File: src/rtl/stream_mux_rr_pkg.sv
// Shared definitions for the round-robin stream mux: lock-FSM state encoding,
// default channel count / width and a constant-foldable ceil(log2) helper.
package stream_mux_rr_pkg;

   localparam int DEF_N = 4;
   localparam int DEF_W = 8;

   typedef enum logic {
      ST_IDLE   = 1'b0,
      ST_LOCKED = 1'b1
   } state_t;

   // Index width for N channels; callers keep N >= 2 so the result is >= 1.
   function automatic int clog2_f(input int v);
      int r;
      r = 0;
      for (int k = 0; k < 31; k++) begin
         if ((1 << r) < v) r++;
      end
      return r;
   endfunction

endpackage

File: src/rtl/stream_mux_rr_arbiter.sv
// Combinational round-robin arbiter: grants the first requester at or above
// ptr, wrapping modulo N. Shared with other arbiters in the library.
module rr_arbiter
   import stream_mux_rr_pkg::*;
#(
   parameter int  N  = DEF_N,
   localparam int IW = clog2_f(N)
) (
   input  logic [N-1:0]  req,
   input  logic [IW-1:0] ptr,
   output logic [N-1:0]  gnt_onehot,
   output logic [IW-1:0] gnt_idx,
   output logic          any_req
);

   int            cand;
   logic [IW-1:0] cand_idx;
   logic          found;

   always_comb begin
      gnt_onehot = '0;
      gnt_idx    = '0;
      found      = 1'b0;
      cand       = 0;
      cand_idx   = '0;
      for (int k = 0; k < N; k++) begin
         cand = int'(ptr) + k;
         if (cand >= N) cand = cand - N;
         cand_idx = IW'(cand);
         if (!found && req[cand_idx]) begin
            gnt_onehot[cand_idx] = 1'b1;
            gnt_idx              = cand_idx;
            found                = 1'b1;
         end
      end
   end

   assign any_req = |req;

endmodule

File: src/rtl/stream_mux_rr.sv
// N-channel registered stream mux with round-robin arbitration. Defining
// STREAM_MUX_LOCK_EN holds the grant on one channel until its last beat.
module stream_mux_rr
   import stream_mux_rr_pkg::*;
#(
   parameter int  N  = DEF_N,
   parameter int  W  = DEF_W,
   localparam int IW = clog2_f(N)
) (
   input  logic          clk,
   input  logic          rst,
   input  logic [N*W-1:0] in_data,
   input  logic [N-1:0]  in_valid,
   input  logic [N-1:0]  in_last,
   output logic [N-1:0]  in_ready,
   output logic [W-1:0]  out_data,
   output logic          out_valid,
   output logic          out_last,
   input  logic          out_ready,
   output logic [IW-1:0] out_chan
);

   logic [W-1:0]  out_data_q,  out_data_d;
   logic          out_valid_q, out_valid_d;
   logic          out_last_q,  out_last_d;
   logic [IW-1:0] out_chan_q,  out_chan_d;
   logic [IW-1:0] rr_ptr_q,    rr_ptr_d;

   logic [N-1:0]  arb_req;
   logic [IW-1:0] arb_ptr;
   logic [N-1:0]  gnt_onehot;
   logic [IW-1:0] gnt_idx;
   logic          any_req;
   logic          load_en;
   logic          xfer;
   logic [W-1:0]  sel_data;
   logic          sel_last;
   logic [IW-1:0] ptr_inc;

`ifdef STREAM_MUX_LOCK_EN
   state_t        state_q, state_d;
   logic [IW-1:0] lock_chan_q, lock_chan_d;

   // While locked only the locked channel may request; a gap becomes a bubble.
   always_comb begin
      arb_req = in_valid;
      arb_ptr = rr_ptr_q;
      if (state_q == ST_LOCKED) begin
         arb_req = in_valid & (N'(1) << lock_chan_q);
         arb_ptr = lock_chan_q;
      end
   end
`else
   assign arb_req = in_valid;
   assign arb_ptr = rr_ptr_q;
`endif

   rr_arbiter #(.N(N)) u_arb (
      .req        (arb_req),
      .ptr        (arb_ptr),
      .gnt_onehot (gnt_onehot),
      .gnt_idx    (gnt_idx),
      .any_req    (any_req)
   );

   assign load_en  = !out_valid_q || out_ready;
   assign xfer     = load_en && any_req && !rst;
   assign sel_data = in_data[gnt_idx*W +: W];
   assign sel_last = in_last[gnt_idx];
   assign ptr_inc  = (gnt_idx == IW'(N-1)) ? '0 : gnt_idx + 1'b1;

   generate
      for (genvar gi = 0; gi < N; gi++) begin : g_ready
         assign in_ready[gi] = xfer && gnt_onehot[gi];
      end
   endgenerate

   always_comb begin
      out_data_d  = out_data_q;
      out_valid_d = out_valid_q;
      out_last_d  = out_last_q;
      out_chan_d  = out_chan_q;
      if (load_en) begin
         out_valid_d = any_req;
         if (any_req) begin
            out_data_d = sel_data;
            out_last_d = sel_last;
            out_chan_d = gnt_idx;
         end
      end
   end

`ifdef STREAM_MUX_LOCK_EN
   always_comb begin
      state_d     = state_q;
      lock_chan_d = lock_chan_q;
      rr_ptr_d    = rr_ptr_q;
      case (state_q)
         ST_IDLE: begin
            if (xfer) begin
               if (sel_last) begin
                  rr_ptr_d = ptr_inc;
               end else begin
                  state_d     = ST_LOCKED;
                  lock_chan_d = gnt_idx;
               end
            end
         end
         ST_LOCKED: begin
            if (xfer && sel_last) begin
               state_d  = ST_IDLE;
               rr_ptr_d = ptr_inc;
            end
         end
         default: state_d = ST_IDLE;
      endcase
   end

   always_ff @(posedge clk or posedge rst) begin
      if (rst) begin
         state_q     <= ST_IDLE;
         lock_chan_q <= '0;
      end else begin
         state_q     <= state_d;
         lock_chan_q <= lock_chan_d;
      end
   end
`else
   always_comb begin
      rr_ptr_d = rr_ptr_q;
      if (xfer) rr_ptr_d = ptr_inc;
   end
`endif

   always_ff @(posedge clk or posedge rst) begin
      if (rst) begin
         out_data_q  <= '0;
         out_valid_q <= 1'b0;
         out_last_q  <= 1'b0;
         out_chan_q  <= '0;
         rr_ptr_q    <= '0;
      end else begin
         out_data_q  <= out_data_d;
         out_valid_q <= out_valid_d;
         out_last_q  <= out_last_d;
         out_chan_q  <= out_chan_d;
         rr_ptr_q    <= rr_ptr_d;
      end
   end

   assign out_data  = out_data_q;
   assign out_valid = out_valid_q;
   assign out_last  = out_last_q;
   assign out_chan  = out_chan_q;

endmodule
File: config.mk
export PLATFORM = sky130hd
export DESIGN_NAME = stream_mux_rr
export DESIGN_NICKNAME = d
export VERILOG_FILES = /design/src/rtl/stream_mux_rr_pkg.sv /design/src/rtl/stream_mux_rr_arbiter.sv /design/src/rtl/stream_mux_rr.sv
export SDC_FILE = /design/constraint.sdc
export NUM_CORES = 1
export LEC_CHECK = 0
export BUFFER_PORTS_ARGS = -buffer_cell sky130_fd_sc_hd__buf_2
export CAP_MARGIN = 25
export CORE_ASPECT_RATIO = 0.5
export CORE_MARGIN = 5
export CORE_UTILIZATION = 47
export CTS_BUF_LIST = sky130_fd_sc_hd__clkbuf_8
export DETAILED_ROUTE_END_ITERATION = 10
export PLACE_DENSITY = 0.86
export SYNTH_ARGS = -nofsm -noshare
export SYNTH_HDL_FRONTEND = slang
export SYNTH_SLANG_ARGS = --single-unit
File: constraint.sdc
create_clock -name clk -period 2.7 [get_ports clk]
set_input_delay 0.27 -clock clk [delete_from_list [all_inputs] [get_ports clk]]
set_output_delay 0.27 -clock clk [all_outputs]
set_load 0.01 [all_outputs]
==> impl_metrics.py, run 1 <==
metrics = {
    "power_and_ir_drop": {
        "power_mw": 2.63,
        "ir_drop_mv": 0.435,
        "p_per_area_nw_per_um2": 1210,
        "p_leak_nw": 0.984,
    },
    "clock_network": {
        "path_clk_slew_ns": 0.07,
        "postCtsHoldBufs": 0,
        "root_buffer": "clkbuf_8",
        "cts.path.max_buffers": 2,
        "tritoncts": "done",
        "numCtsBuffers": 3,
        "htree_levels": 1,
        "cts_sinks": 14,
        "clk_latency_ns": 0.26,
    },
    "cells_and_area": {
        "final_util_pct": 62.4,
        "antenna_cells": 0,
        "design_area_um2": 2170,
        "layout_common_cells": "buf_2 (58), nor2_1 (23), mux2_1 (14)",
        "drive_above_1_share_pct": 37.0,
        "instances_no_fill": 305,
        "area_growth_pct": 26.1,
        "final_common_cell": "buf_2",
        "nets": 307,
    },
    "worst_setup_path": {
        "cp_max_fo": 8,
        "cp-start-kind": "flip-flop",
        "end_kind": "output pin",
        "worstPathArrival_ns": 2.29,
        "worst-setup-path-type": "reg2out",
        "required_ns": 2.43,
    },
    "grt": {
        "grt_pass1_vias": 1683,
        "grt_max_degree": 24,
        "grt.total_usage_pct": 20.2,
        "grt_pass1_wl_um": 7960,
        "overflow": 0,
        "antenna_found_initial": 0,
    },
    "timing": {
        "fin_ws_ns": 0.144,
        "finalCritPeriodShare_pct": 94.6,
        "whs_ns": 0.00863,
        "worst_pin_slew_ns": 0.478,
        "fin_crit_ns": 2.56,
        "drv_slew": 0,
        "hold_viol": 0,
        "tns_ns": 0,
        "setup_viol": 0,
        "rsz0062_at_grt": "false",
        "fin_skew_ns": 0.00932,
        "fmax_mhz": 391,
        "max-slew-margin-rel_pct": 68.0,
    },
    "place": {
        "place_worst_setup_slack_ns": 0.101,
        "numPlacedInstances": 299,
        "numPortBuffers": 58,
        "place_area_um2": 2060,
        "dp_hpwl_um": 3620,
        "place_congestion": 0.830,
    },
    "drt": {
        "num_vias": 1844,
        "drt_iter0_markers": 186,
        "ant_nets": 0,
        "via_per_inst": 6.05,
        "wl_per_cell_um": 16.7,
        "finalWirelength_um": 5110,
        "drc_errors": 0,
        "drt-pass1-iter-count": 7,
    },
    "synth": {
        "synth_seq_area_share_pct": 20.4,
        "avgSynthCellArea_um2": 8.76,
        "netlist_instances": 196,
        "synth_edf_count": 0,
        "yosys_warnings": 0,
        "synth_fp_nets": 248,
        "ys_ff_latch": 14,
        "ys_types": 45,
        "synthFlopType": "dfrtp_1",
        "synthArstFlopShare_pct": 100,
        "synth_area_um2": 1720,
    },
    "status": {
        "status": "finished clean",
    },
    "die": {
        "start_util_pct": 49.5,
        "rows": 15,
        "die_area_um2": 5040,
        "fp.dieW_um": 95.5,
        "die_y_um": 52.8,
        "num_io_pins": 59,
        "core_area_um2": 3470,
    },
    "run": {
        "max_cap_viol_count": 0,
    },
    "worst_hold_path": {
        "holdCritPathClass": "in2async",
    },
}
==> final cells by class <==
cell class	count	area, um2
Clock buffer	4	55.1
Fill cell	277	1310
Inverter	8	30.0
Multi-Input combinational cell	160	1290
Sequential cell	14	352
Tap cell	51	63.8
Timing Repair Buffer	68	378
==> registers in the layout (all words and copies together) (netlist names) <==
signal,count
arb_ptr,2
out_chan,2
out_valid,1
out_data,8
out_last,1
==> power by group <==
| group | internal (mW) | leakage (nW) | switching [mW] |
|---|---|---|---|
| Clock | 0.130 | 0.0288 | 0.0880 |
| Sequential | 0.313 | 0.164 | 0.0578 |
| Combinational | 0.919 | 0.791 | 1.12 |
==> worst max-delay path, cell delays in order, from the launching register on <==
cell and delay, ns:
dfrtp_1 0.34, inv_1 0.12, ha_4 0.33, buf_4 0.16, mux2i_1 0.21, a21oi_1 0.08, and3_1 0.25, a221oi_1 0.30
nor2_1 0.07, buf_2 0.15
==> cell families (layout without fill, tap and decap cells) <==
family	Yosys count	count (layout)	synth area share, %
AND/OR/NAND/NOR	64	64	18.2
AO/OA/AOI/OAI	56	56	25.8
multiplexers	30	31	22.1
buffers and inverters	23	80	6.92
flip-flops	14	14	20.4
adder cells (fa/ha/maj)	9	9	6.56
==> final timing paths <==
check / start / endpoint / slack, ns / cells after the start
min in group clk: in_last[3] / out_last$_DFFE_PP0P_ / 0.35 / 3
max in group asynchronous: rst / arb_ptr[0]$_DFFE_PP0P_ / 2.49 / 3
worst min register to register: out_chan[0]$_DFFE_PP0P_ / out_chan[0]$_DFFE_PP0P_ / 0.49 / 2
worst max-delay path: arb_ptr[1]$_DFFE_PP0P_ / in_ready[0] / 0.14 / 9
worst min-delay path: rst / out_last$_DFFE_PP0P_ / 0.009 / 3
worst max register to register: arb_ptr[0]$_DFFE_PP0P_ / out_data[2]$_DFFE_PP0P_ / 0.19 / 7
==> per-layer routing <==
metal | part of all wire [%] | global-route usage (%) | wire (um)
met1 | 41 | 24.7 | 2110
met2 | 50 | 37.0 | 2560
met3 | 6.1 | 2.15 | 313
met4 | 2.4 | 7.31 | 121
met5 | 0 | 0 | 0
==> synthesized netlist by cell type, types with 3 or more instances <==
library cell,count,share of area [%]
nor2_1,23,5.0
dfrtp_1,14,20
mux2_1,14,9.2
nand2_1,12,2.6
nand3_1,10,2.9
ha_1,9,6.6
a32oi_1,7,3.6
o211ai_1,7,3.1
o22ai_1,7,2.5
or3_1,7,2.5
a221oi_1,5,2.5
buf_2,5,1.5
clkbuf_1,5,1.1
inv_1,5,1.1
mux2i_1,5,2.9
o21ai_0,5,1.5
a21oi_1,4,1.2
a22oi_1,4,1.7
mux2_2,4,2.6
mux2_4,4,3.5
buf_6,3,2.0
inv_2,3,0.66
mux4_2,3,3.9
nand2b_1,3,1.1
o32ai_1,3,1.5
==> repair_timing <==
item	in CTS	in global routing
gates resized for setup	0	3
buffers inserted	0	1
setup endpoints to repair	0	14
Power figures use the tool's default switching activity.
==> inputs of run 2 (changes only) <==
Settings changed: PLACE_DENSITY 0.86 to 0.78.
==> run 2 against run 1 <==
Clock skew shrank 0.0030 ns. Critical path depth shrank 2. Largest power group unchanged. Global-route usage shrank 0.74 points. Cell count shrank 0.66%. Hold slack gained 0.0026 ns. Count of clock-buffer cells in the layout shrank 1. Critical path type unchanged. Final area shrank 0.40%. Sequential share of layout area is essentially flat.
==> impl_metrics.py, run 2 (same netlist as run 1, synthesis figures left out) <==
metrics = {
    "worst_setup_path": {
        "cp-start-kind": "flip-flop",
        "cp_max_fo": 14,
        "path_cells": "buf_4 -> mux4_2 -> inv_2 -> and3_1 -> a221oi_1 -> nor2_1 -> buf_2",
        "max_stage_delay_ns": 0.68,
        "worst-setup-path-type": "reg2out",
        "end_kind": "output pin",
        "required_ns": 2.43,
        "worstPathArrival_ns": 2.34,
        "slowest_stage": "mux4_2",
    },
    "timing": {
        "rsz0062_at_grt": "false",
        "fmax_mhz": 384,
        "fin_crit_ns": 2.61,
        "setup_viol": 0,
        "tns_ns": 0,
        "fin_skew_ns": 0.00632,
        "worst_pin_slew_ns": 0.540,
        "drv_slew": 0,
        "finalCritPeriodShare_pct": 96.5,
        "hold_viol": 0,
        "max-slew-margin-rel_pct": 63.9,
    },
    "clock_network": {
        "postCtsHoldBufs": 0,
        "path_clk_slew_ns": 0.07,
        "tritoncts": "done",
        "cts.path.max_buffers": 2,
        "cts_sinks": 14,
        "htree_levels": 1,
        "numCtsBuffers": 3,
        "root_buffer": "clkbuf_8",
        "clk_latency_ns": 0.25,
    },
    "cells_and_area": {
        "nets": 306,
        "largest_register_ffs": 8,
        "antenna_cells": 0,
        "drive_above_1_share_pct": 36.9,
        "num-fill-cells": 290,
        "final-seq-area_um2": 350,
        "final_common_cell": "buf_2",
        "area_growth_pct": 25.6,
        "layout_common_cells": "buf_2 (58), nor2_1 (23), mux2_1 (14), dfrtp_1 (14), nand2_1 (12)",
        "multiInputGateArea_um2": 1290,
    },
    "die": {
        "die_y_um": 52.8,
        "num_io_pins": 59,
        "fp.dieW_um": 95.5,
        "die_area_um2": 5040,
        "core_area_um2": 3470,
        "rows": 15,
        "start_util_pct": 49.5,
    },
    "drt": {
        "num_vias": 1783,
        "finalWirelength_um": 4950,
        "drc_errors": 0,
        "drt-pass1-iter-count": 4,
        "wl_per_cell_um": 16.3,
        "ant_nets": 0,
        "via_per_inst": 5.88,
        "drt_iter0_markers": 103,
    },
    "worst_hold_path": {
        "holdCritPathClass": "in2async",
    },
    "grt": {
        "grtUsageMet1_pct": 23.8,
        "grt.total_usage_pct": 19.4,
        "grt_pass1_wl_um": 7820,
        "grt_pass1_vias": 1744,
        "grt_max_degree": 23,
        "overflow": 0,
        "grt_busiest_layer": "met2",
        "grt.met3_usage_pct": 3.01,
        "grt_util_met2_pct": 35.8,
        "antenna_found_initial": 0,
    },
    "place": {
        "place_congestion": 0.887,
        "numPortBuffers": 58,
        "dp_hpwl_um": 3600,
    },
    "power_and_ir_drop": {
        "ir_drop_mv": 0.454,
        "power_mw": 2.59,
        "p_per_area_nw_per_um2": 1200,
        "p_leak_nw": 0.976,
    },
    "run": {
        "max_cap_viol_count": 0,
    },
    "status": {
        "status": "finished clean",
    },
}
run 2: repair_timing:
action                                  4_1_cts  5_1_grt
buffers inserted                              0        0
gates resized for setup                       0        6
endpoints found under the setup margin        0        7
run 2: routing by layer:
| layer | up-vias | routed length, um |
|---|---|---|
| met5 | - | 0 |
| met2 | 55 | 2520 |
| met4 | 0 | 29 |
| li1 | 867 | - |
| met1 | 857 | 2130 |
| met3 | 4 | 278 |
run 2: metrics by stage:
stage / instances / utilization [%] / cell area [um2] / hold slack (ns) / setup slack (ns)
2_1_floorplan: 196 / - / 1720 / 0.167 / 0.0417
3_3_place_gp: 299 / 59.4 / 2060 / 0.280 / 0.236
3_5_place_dp: 299 / 59.4 / 2060 / 0.288 / 0.129
4_1_cts: 302 / 60.6 / 2100 / 0.0206 / 0.101
5_1_grt: 303 / 62.1 / 2160 / 0.0357 / 0.00258
6_report: 303 / 62.1 / 2160 / 0.0112 / 0.0936
run 2: path summary, 6_finish.rpt:
| kind | startpoint | end | slack (ns) | cells after the start |
|---|---|---|---|---|
| worst max register to register | arb_ptr[0]$_DFFE_PP0P_ | arb_ptr[1]$_DFFE_PP0P_ | 0.17 | 8 |
| worst min register to register | out_chan[1]$_DFFE_PP0P_ | out_chan[1]$_DFFE_PP0P_ | 0.48 | 1 |
| worst min-delay path | rst | out_chan[1]$_DFFE_PP0P_ | 0.01 | 3 |
| worst max-delay path | arb_ptr[1]$_DFFE_PP0P_ | in_ready[1] | 0.09 | 7 |
| min in group clk | out_ready | out_valid$_DFFE_PP0N_ | 0.33 | 3 |
| max in group asynchronous | rst | out_data[6]$_DFFE_PP0P_ | 2.50 | 3 |
run 2: report_power, final:
group / switching [mW] / leakage [nW] / internal [mW]
Clock: 0.0817 / 0.0216 / 0.0989
Sequential: 0.0571 / 0.165 / 0.311
Combinational: 1.12 / 0.790 / 0.921
Total: 1.26 / 0.976 / 1.33
run 2: area by class of cell:
| cell class | count | share of cell area, % |
|---|---|---|
| multi-input combinational | 160 | 60.0 |
| timing repair buffer | 67 | 17.5 |
| sequential | 14 | 16.2 |
| tap | 51 | 2.96 |
| clock buffer | 3 | 1.91 |
| inverter | 8 | 1.39 |
run 2: worst max-delay path, delay by kind of cell (launching register included):
family / cells / cell delay, ns
multiplexers: 1 / 0.68
buffers and inverters: 3 / 0.50
AO/OA/AOI/OAI: 1 / 0.12
AND/OR/NAND/NOR: 2 / 0.40
flip-flops: 1 / 0.38
